### config.mk
export PLATFORM = sky130hd
export DESIGN_NAME = atm_session_controller_flat
export DESIGN_NICKNAME = d
export VERILOG_FILES = /design/src/rtl/atm_session_controller_if.sv /design/src/rtl/atm_session_controller.sv /design/src/flat_wrapper.sv
export SDC_FILE = /design/constraint.sdc
export NUM_CORES = 1
export LEC_CHECK = 0
export ABC_AREA = 1
export BUFFER_PORTS_ARGS = -buffer_cell sky130_fd_sc_hd__buf_2
export CORE_MARGIN = 2
export CORE_UTILIZATION = 53
export DETAILED_ROUTE_END_ITERATION = 10
export PLACE_DENSITY = 0.79
export SYNTH_ARGS = -nofsm -noshare
export SYNTH_HDL_FRONTEND = slang
export SYNTH_SLANG_ARGS = --single-unit
### constraint.sdc
create_clock -name clk -period 2.2 [get_ports clk]
set_clock_uncertainty 0.2 [all_clocks]
set_input_delay 0.22 -clock clk [delete_from_list [all_inputs] [get_ports clk]]
set_output_delay 0.22 -clock clk [all_outputs]
set_load 0.03 [all_outputs]
### src/rtl/atm_session_controller_if.sv
// Signal bundle between the session controller, the keypad and the account core.
// slave: the session controller. master: the environment (keypad + core).
interface atm_session_controller_if;
  logic       key_valid;
  logic [3:0] key_data;
  logic       cancel;
  logic       req;
  logic [1:0] req_select;
  logic [3:0] req_origin;
  logic [3:0] req_purpose;
  logic [9:0] req_amount;
  logic       ack;
  logic [1:0] rsp_result;
  logic [9:0] rsp_inventory;
  logic       busy;
  logic       disp_valid;
  logic [1:0] disp_result;
  logic [9:0] disp_inventory;
  logic       timeout_err;

  modport master (
    output key_valid, key_data, cancel, ack, rsp_result, rsp_inventory,
    input  req, req_select, req_origin, req_purpose, req_amount,
           busy, disp_valid, disp_result, disp_inventory, timeout_err
  );

  modport slave (
    input  key_valid, key_data, cancel, ack, rsp_result, rsp_inventory,
    output req, req_select, req_origin, req_purpose, req_amount,
           busy, disp_valid, disp_result, disp_inventory, timeout_err
  );
endinterface

### src/rtl/atm_session_controller.sv
// ATM session front end: collects keypad nibbles into one transaction, issues it
// to the account core over req/ack, and shows the core's answer for a fixed time.
module atm_session_controller #(
  parameter int IDLE_TIMEOUT   = 1000,
  parameter int ACK_TIMEOUT    = 64,
  parameter int DISPLAY_CYCLES = 500
) (
  input  logic                      clk,
  input  logic                      rst,
  atm_session_controller_if.slave   bus
);
  localparam int MAXP = (IDLE_TIMEOUT > ACK_TIMEOUT) ?
                        ((IDLE_TIMEOUT > DISPLAY_CYCLES) ? IDLE_TIMEOUT : DISPLAY_CYCLES) :
                        ((ACK_TIMEOUT > DISPLAY_CYCLES) ? ACK_TIMEOUT : DISPLAY_CYCLES);
  localparam int CW = $clog2(MAXP) + 1;
  localparam logic [CW-1:0] IDLE_LAST = CW'(IDLE_TIMEOUT - 1);
  localparam logic [CW-1:0] ACK_LAST  = CW'(ACK_TIMEOUT - 1);
  localparam logic [CW-1:0] DISP_LAST = CW'(DISPLAY_CYCLES - 1);

  typedef enum logic [2:0] {
    S_IDLE, S_GET_SEL, S_GET_DEST, S_GET_AMT0, S_GET_AMT1, S_GET_AMT2, S_ISSUE, S_SHOW
  } state_t;

  state_t        r_state, w_state;
  logic [CW-1:0] r_cnt, w_cnt;
  logic [3:0]    r_origin, w_origin;
  logic [1:0]    r_sel, w_sel;
  logic [3:0]    r_purpose, w_purpose;
  logic [9:0]    r_amount, w_amount;
  logic          r_req, w_req;
  logic          r_busy;
  logic          r_disp_valid, w_disp_valid;
  logic [1:0]    r_disp_result, w_disp_result;
  logic [9:0]    r_disp_inv, w_disp_inv;
  logic          r_tmo, w_tmo;
  logic          w_key;
  logic          w_entry;

  // Saturating increment: the shared cycle counter never wraps.
  function automatic logic [CW-1:0] sat_inc(input logic [CW-1:0] v);
    return (&v) ? v : v + 1'b1;
  endfunction

  assign w_key   = bus.key_valid && !bus.cancel;
  assign w_entry = r_state inside {S_GET_SEL, S_GET_DEST, S_GET_AMT0, S_GET_AMT1, S_GET_AMT2};

  // Next-state, next-field and next-output decode for the session FSM.
  always_comb begin
    w_state       = r_state;
    w_cnt         = sat_inc(r_cnt);
    w_origin      = r_origin;
    w_sel         = r_sel;
    w_purpose     = r_purpose;
    w_amount      = r_amount;
    w_req         = 1'b0;
    w_disp_valid  = 1'b0;
    w_disp_result = r_disp_result;
    w_disp_inv    = r_disp_inv;
    w_tmo         = 1'b0;

    case (r_state)
      S_IDLE: begin
        w_cnt = '0;
        if (bus.key_valid) begin
          w_origin = bus.key_data;
          w_state  = S_GET_SEL;
        end
      end
      S_GET_SEL: begin
        if (w_key) begin
          w_sel     = bus.key_data[1:0];
          w_purpose = '0;
          w_amount  = '0;
          case (bus.key_data[1:0])
            2'b11:   w_state = S_IDLE;
            2'b00: begin
              w_state = S_ISSUE;
              w_req   = 1'b1;
            end
            2'b01:   w_state = S_GET_AMT0;
            default: w_state = S_GET_DEST;
          endcase
        end
      end
      S_GET_DEST: begin
        if (w_key) begin
          w_purpose = bus.key_data;
          w_state   = S_GET_AMT0;
        end
      end
      S_GET_AMT0: begin
        if (w_key) begin
          w_amount[9:8] = bus.key_data[1:0];
          w_state       = S_GET_AMT1;
        end
      end
      S_GET_AMT1: begin
        if (w_key) begin
          w_amount[7:4] = bus.key_data;
          w_state       = S_GET_AMT2;
        end
      end
      S_GET_AMT2: begin
        if (w_key) begin
          w_amount[3:0] = bus.key_data;
          w_state       = S_ISSUE;
          w_req         = 1'b1;
        end
      end
      S_ISSUE: begin
        // Once issued the request runs to ack or timeout; keys and cancel are ignored.
        w_req = 1'b1;
        if (bus.ack) begin
          w_disp_result = bus.rsp_result;
          w_disp_inv    = bus.rsp_inventory;
          w_req         = 1'b0;
          w_disp_valid  = 1'b1;
          w_cnt         = '0;
          w_state       = S_SHOW;
        end else if (r_cnt == ACK_LAST) begin
          w_req   = 1'b0;
          w_tmo   = 1'b1;
          w_state = S_IDLE;
        end
      end
      S_SHOW: begin
        w_disp_valid = 1'b1;
        if (bus.cancel || r_cnt == DISP_LAST) begin
          w_disp_valid = 1'b0;
          w_state      = S_IDLE;
        end
      end
      default: w_state = S_IDLE;
    endcase

    // Common entry-state handling: cancel beats a simultaneous key, a key restarts
    // the inactivity count (which also covers state entry), otherwise time out.
    if (w_entry) begin
      if (bus.cancel) begin
        w_state = S_IDLE;
      end else if (w_key) begin
        w_cnt = '0;
      end else if (r_cnt == IDLE_LAST) begin
        w_state = S_IDLE;
        w_tmo   = 1'b1;
      end
    end
  end

  // State, captured fields and registered outputs; reset clears everything at once.
  always_ff @(posedge clk or posedge rst) begin
    if (rst) begin
      r_state       <= S_IDLE;
      r_cnt         <= '0;
      r_origin      <= '0;
      r_sel         <= '0;
      r_purpose     <= '0;
      r_amount      <= '0;
      r_req         <= 1'b0;
      r_busy        <= 1'b0;
      r_disp_valid  <= 1'b0;
      r_disp_result <= '0;
      r_disp_inv    <= '0;
      r_tmo         <= 1'b0;
    end else begin
      r_state       <= w_state;
      r_cnt         <= w_cnt;
      r_origin      <= w_origin;
      r_sel         <= w_sel;
      r_purpose     <= w_purpose;
      r_amount      <= w_amount;
      r_req         <= w_req;
      r_busy        <= (w_state != S_IDLE);
      r_disp_valid  <= w_disp_valid;
      r_disp_result <= w_disp_result;
      r_disp_inv    <= w_disp_inv;
      r_tmo         <= w_tmo;
    end
  end

  assign bus.req            = r_req;
  assign bus.req_select     = r_sel;
  assign bus.req_origin     = r_origin;
  assign bus.req_purpose    = r_purpose;
  assign bus.req_amount     = r_amount;
  assign bus.busy           = r_busy;
  assign bus.disp_valid     = r_disp_valid;
  assign bus.disp_result    = r_disp_result;
  assign bus.disp_inventory = r_disp_inv;
  assign bus.timeout_err    = r_tmo;
endmodule

### src/flat_wrapper.sv
// flat-port wrapper written by rule: the top's interface ports become plain ports
module atm_session_controller_flat 
#(
  parameter int IDLE_TIMEOUT   = 1000,
  parameter int ACK_TIMEOUT    = 64,
  parameter int DISPLAY_CYCLES = 500
)
  (clk, rst, bus_key_valid, bus_key_data, bus_cancel, bus_ack, bus_rsp_result, bus_rsp_inventory, bus_req, bus_req_select, bus_req_origin, bus_req_purpose, bus_req_amount, bus_busy, bus_disp_valid, bus_disp_result, bus_disp_inventory, bus_timeout_err);
  atm_session_controller_if bus_i ();
  input  logic clk;
  input  logic rst;
  input wire logic [$bits(bus_i.key_valid)-1:0] bus_key_valid;
  input wire logic [$bits(bus_i.key_data)-1:0] bus_key_data;
  input wire logic [$bits(bus_i.cancel)-1:0] bus_cancel;
  input wire logic [$bits(bus_i.ack)-1:0] bus_ack;
  input wire logic [$bits(bus_i.rsp_result)-1:0] bus_rsp_result;
  input wire logic [$bits(bus_i.rsp_inventory)-1:0] bus_rsp_inventory;
  output wire logic [$bits(bus_i.req)-1:0] bus_req;
  output wire logic [$bits(bus_i.req_select)-1:0] bus_req_select;
  output wire logic [$bits(bus_i.req_origin)-1:0] bus_req_origin;
  output wire logic [$bits(bus_i.req_purpose)-1:0] bus_req_purpose;
  output wire logic [$bits(bus_i.req_amount)-1:0] bus_req_amount;
  output wire logic [$bits(bus_i.busy)-1:0] bus_busy;
  output wire logic [$bits(bus_i.disp_valid)-1:0] bus_disp_valid;
  output wire logic [$bits(bus_i.disp_result)-1:0] bus_disp_result;
  output wire logic [$bits(bus_i.disp_inventory)-1:0] bus_disp_inventory;
  output wire logic [$bits(bus_i.timeout_err)-1:0] bus_timeout_err;
  assign bus_i.key_valid = bus_key_valid;
  assign bus_i.key_data = bus_key_data;
  assign bus_i.cancel = bus_cancel;
  assign bus_i.ack = bus_ack;
  assign bus_i.rsp_result = bus_rsp_result;
  assign bus_i.rsp_inventory = bus_rsp_inventory;
  assign bus_req = bus_i.req;
  assign bus_req_select = bus_i.req_select;
  assign bus_req_origin = bus_i.req_origin;
  assign bus_req_purpose = bus_i.req_purpose;
  assign bus_req_amount = bus_i.req_amount;
  assign bus_busy = bus_i.busy;
  assign bus_disp_valid = bus_i.disp_valid;
  assign bus_disp_result = bus_i.disp_result;
  assign bus_disp_inventory = bus_i.disp_inventory;
  assign bus_timeout_err = bus_i.timeout_err;
  atm_session_controller #(.IDLE_TIMEOUT(IDLE_TIMEOUT), .ACK_TIMEOUT(ACK_TIMEOUT), .DISPLAY_CYCLES(DISPLAY_CYCLES)) u_core (.clk(clk), .rst(rst), .bus(bus_i));
endmodule
==> results.sh <==
export IMPL_outcome="finished, final reports clean"
export IMPL_synth_most_common_cell="nand2_1"
export IMPL_grt_pass1_wl_um=9420
export IMPL_layout_drive_gt1_share_pct=24.1
export IMPL_clock_tree_root_cell="clkbuf_8"
export IMPL_synthTopCellsByArea="dfrtp_1, nand2_1, nand3_1"
export IMPL_cts_buffers_inserted=5
export IMPL_via_count=2161
export IMPL_cts_sinks=50
export IMPL_grt_max_degree=28
export IMPL_leakagePower_nw=1.67
export IMPL_synthCells=283
export IMPL_ys_ff_latch=50
export IMPL_wl_per_cell_um=13.3
export IMPL_die_w_um=70.9
export IMPL_finalCritPeriodShare_pct=85.2
export IMPL_relSlewSlack_pct=66.3
export IMPL_first_pass_iters=5
export IMPL_track_usage_pct=23.7
export IMPL_holdWs_ps=61.9
export IMPL_cellPowerDensity_nw_per_um2=814
export IMPL_grt_overflow=0
export IMPL_rows=24
export IMPL_antenna_diode_count=0
export IMPL_pin_count=57
export IMPL_critPathMaxFanout=5
export IMPL_syn_avg_cell_area_sq_um=8.39
export IMPL_ir_worst_vdd_mv=0.530
export IMPL_whs_path_depth=4
export IMPL_synth_edff_count=0
export IMPL_start_kind="flop"
export IMPL_fp_coreArea_sq_um=4320
export IMPL_clkTransAtPathRegs_ps=80
export IMPL_reg2reg_slack_ps=330
export IMPL_maxSlewViolCount=0
export IMPL_max_clock_freq_mhz=534
export IMPL_synth_warnings=0
export IMPL_cp_arrival_ps=1840
export IMPL_fin_setup_tns_ps=0
export IMPL_drtIter0Drc=180
export IMPL_worstRegToRegCells=8
export IMPL_worst_pin_slew_ps=504
export IMPL_crit_type="reg2reg"
export IMPL_clock_latency_ps=300
export IMPL_maxCapViolations=0
export IMPL_ant_nets=0
export IMPL_cts_htree_levels=2
export IMPL_synthArstFlopShare_pct=100
export IMPL_synth_top_cells_by_count="nand2_1, dfrtp_1, inv_1, nand3_1, o21ai_0"
export IMPL_cts_tree="done"
export IMPL_area_growth_syn_to_layout_pct=25.0
export IMPL_port_buffers=56
export IMPL_synth_area_sq_um=2370
export IMPL_worstPathRequired_ps=2170
export IMPL_antenna_found_initial=0
export IMPL_via_per_inst=5.23
export IMPL_final_min_clock_period_ps=1870
export IMPL_place_congestion=0.912
export IMPL_cts_resized=0
export IMPL_start_util_pct=54.9
export IMPL_setup_viol=0
export IMPL_grt_pass1_vias=2064
export IMPL_routed_wl_um=5480
export IMPL_synth_top_area_share_pct=52.7
export IMPL_seq_area_frac_synth_pct=52.7
export IMPL_die_area_sq_um=5030
export IMPL_synth_distinct_cells=27
export IMPL_cts_buffer_depth=2
export IMPL_hold_viol_final=0
export IMPL_syn_num_nets=305
export IMPL_endpoint_kind="flop"
export IMPL_synthFlopType="dfrtp_1"
export IMPL_drc=0
export IMPL_nNetsFinal=383
export IMPL_die_y_um=70.9
export IMPL_hold_class="in2reg"
export IMPL_yosysTopAreaCell="dfrtp_1"
export IMPL_rsz0062_at_grt="no"
export IMPL_dpl_hpwl_um=3860
flip-flops by register name (all words and copies together) (netlist names), 2 cells and up:
signal / flops
u_core.r_cnt: 11
u_core.bus.disp_result: 2
u_core.r_state: 3
u_core.bus.req_purpose: 4
u_core.bus.req_select: 2
u_core.bus.req_origin: 4
u_core.bus.disp_inventory: 10
u_core.bus.req_amount: 10
final timing paths:
path                                               from                           end
max in group asynchronous                           rst     u_core.bus.req_purpose[2]
min in group asynchronous                           rst  u_core.bus.disp_inventory[8]
hold / removal                                  bus_ack                u_core.bus.req
setup reg to reg                        u_core.r_cnt[0]               u_core.bus.busy
setup / recovery                        u_core.r_cnt[0]               u_core.bus.busy
hold reg to reg            u_core.bus.disp_inventory[4]  u_core.bus.disp_inventory[4]
cell type report:
| class | count | area (sq um) |
|---|---|---|
| Fill cell | 358 | 1360 |
| Clock buffer | 6 | 72.6 |
| Multi-Input combinational cell | 194 | 966 |
| Inverter | 36 | 135 |
| Clock inverter | 1 | 7.51 |
| Tap cell | 52 | 65.1 |
| Sequential cell | 50 | 1250 |
| Timing Repair Buffer | 74 | 470 |
cell usage in the layout (no fill, tap or decap), types with 2 or more instances in the layout:
| cell | instances |
|---|---|
| nor2_2 | 3 |
| a21oi_1 | 7 |
| nand2_1 | 81 |
| a211oi_1 | 3 |
| clkbuf_8 | 5 |
| nand2_2 | 4 |
| dfrtp_1 | 50 |
| o21ai_0 | 26 |
| inv_2 | 8 |
| nand3_1 | 28 |
| nor2_1 | 20 |
| nor3_1 | 2 |
| dlygate4sd3_1 | 17 |
| inv_1 | 28 |
| o21ai_1 | 2 |
| a31oi_1 | 2 |
| nand4_1 | 4 |
| nor2_4 | 3 |
| buf_2 | 56 |
worst max-delay path, stage by stage, from the launching register on:
cell and delay [ps]:
dfrtp_1 390, ha_1 310, nand3_4 160, nor2_2 170
nand3_1 120, nand2_1 100, inv_1 40, o21ai_1 160
nand4_1 110
where the power goes:
part	total, mW	internal [mW]	switching, mW	leakage, nW
registers	1.14	1.05	0.0881	0.682
clock network	0.504	0.218	0.285	0.0373
logic	0.773	0.238	0.535	0.946
cell families (layout without fill, tap and decap cells):
group                    after synthesis  count (layout)  share of synthesized area [%]
AND/OR/NAND/NOR                      149             149                           29.5
flip-flops                            50              50                           52.7
AO/OA/AOI/OAI                         43              43                           10.3
buffers and inverters                 39             117                           6.59
adder cells (fa/ha/maj)                1               1                          0.527
XOR/XNOR                               1               1                          0.369
per-stage QoR:
step	cell area [sq um]	std cells	worst slack [ps]	util (%)	total power [mW]
floorplan	2370	283	527	-	1.68
CTS	2970	413	328	68.6	2.43
global route	2970	413	152	68.6	2.57
global placement	2720	389	414	62.8	1.88
finish	2970	413	326	68.6	2.42
detailed placement	2720	389	360	62.8	1.90
layer usage:
| layer | wire length [um] | GRT usage, % | share of wire (%) |
|---|---|---|---|
| met1 | 2370 | 30.2 | 43 |
| met2 | 2760 | 40.4 | 50 |
| met3 | 293 | 5.41 | 5.3 |
| met4 | 58 | 7.34 | 1.1 |
| met5 | 0 | 0 | 0 |
timing repair:
action / CTS / global route
buffers inserted: 0 / 0
endpoints found under the setup margin: 0 / 0
hold endpoints to repair: 40 / 0
hold buffers: 17 / 0
No activity file was read; power rests on OpenSTA's default activity.
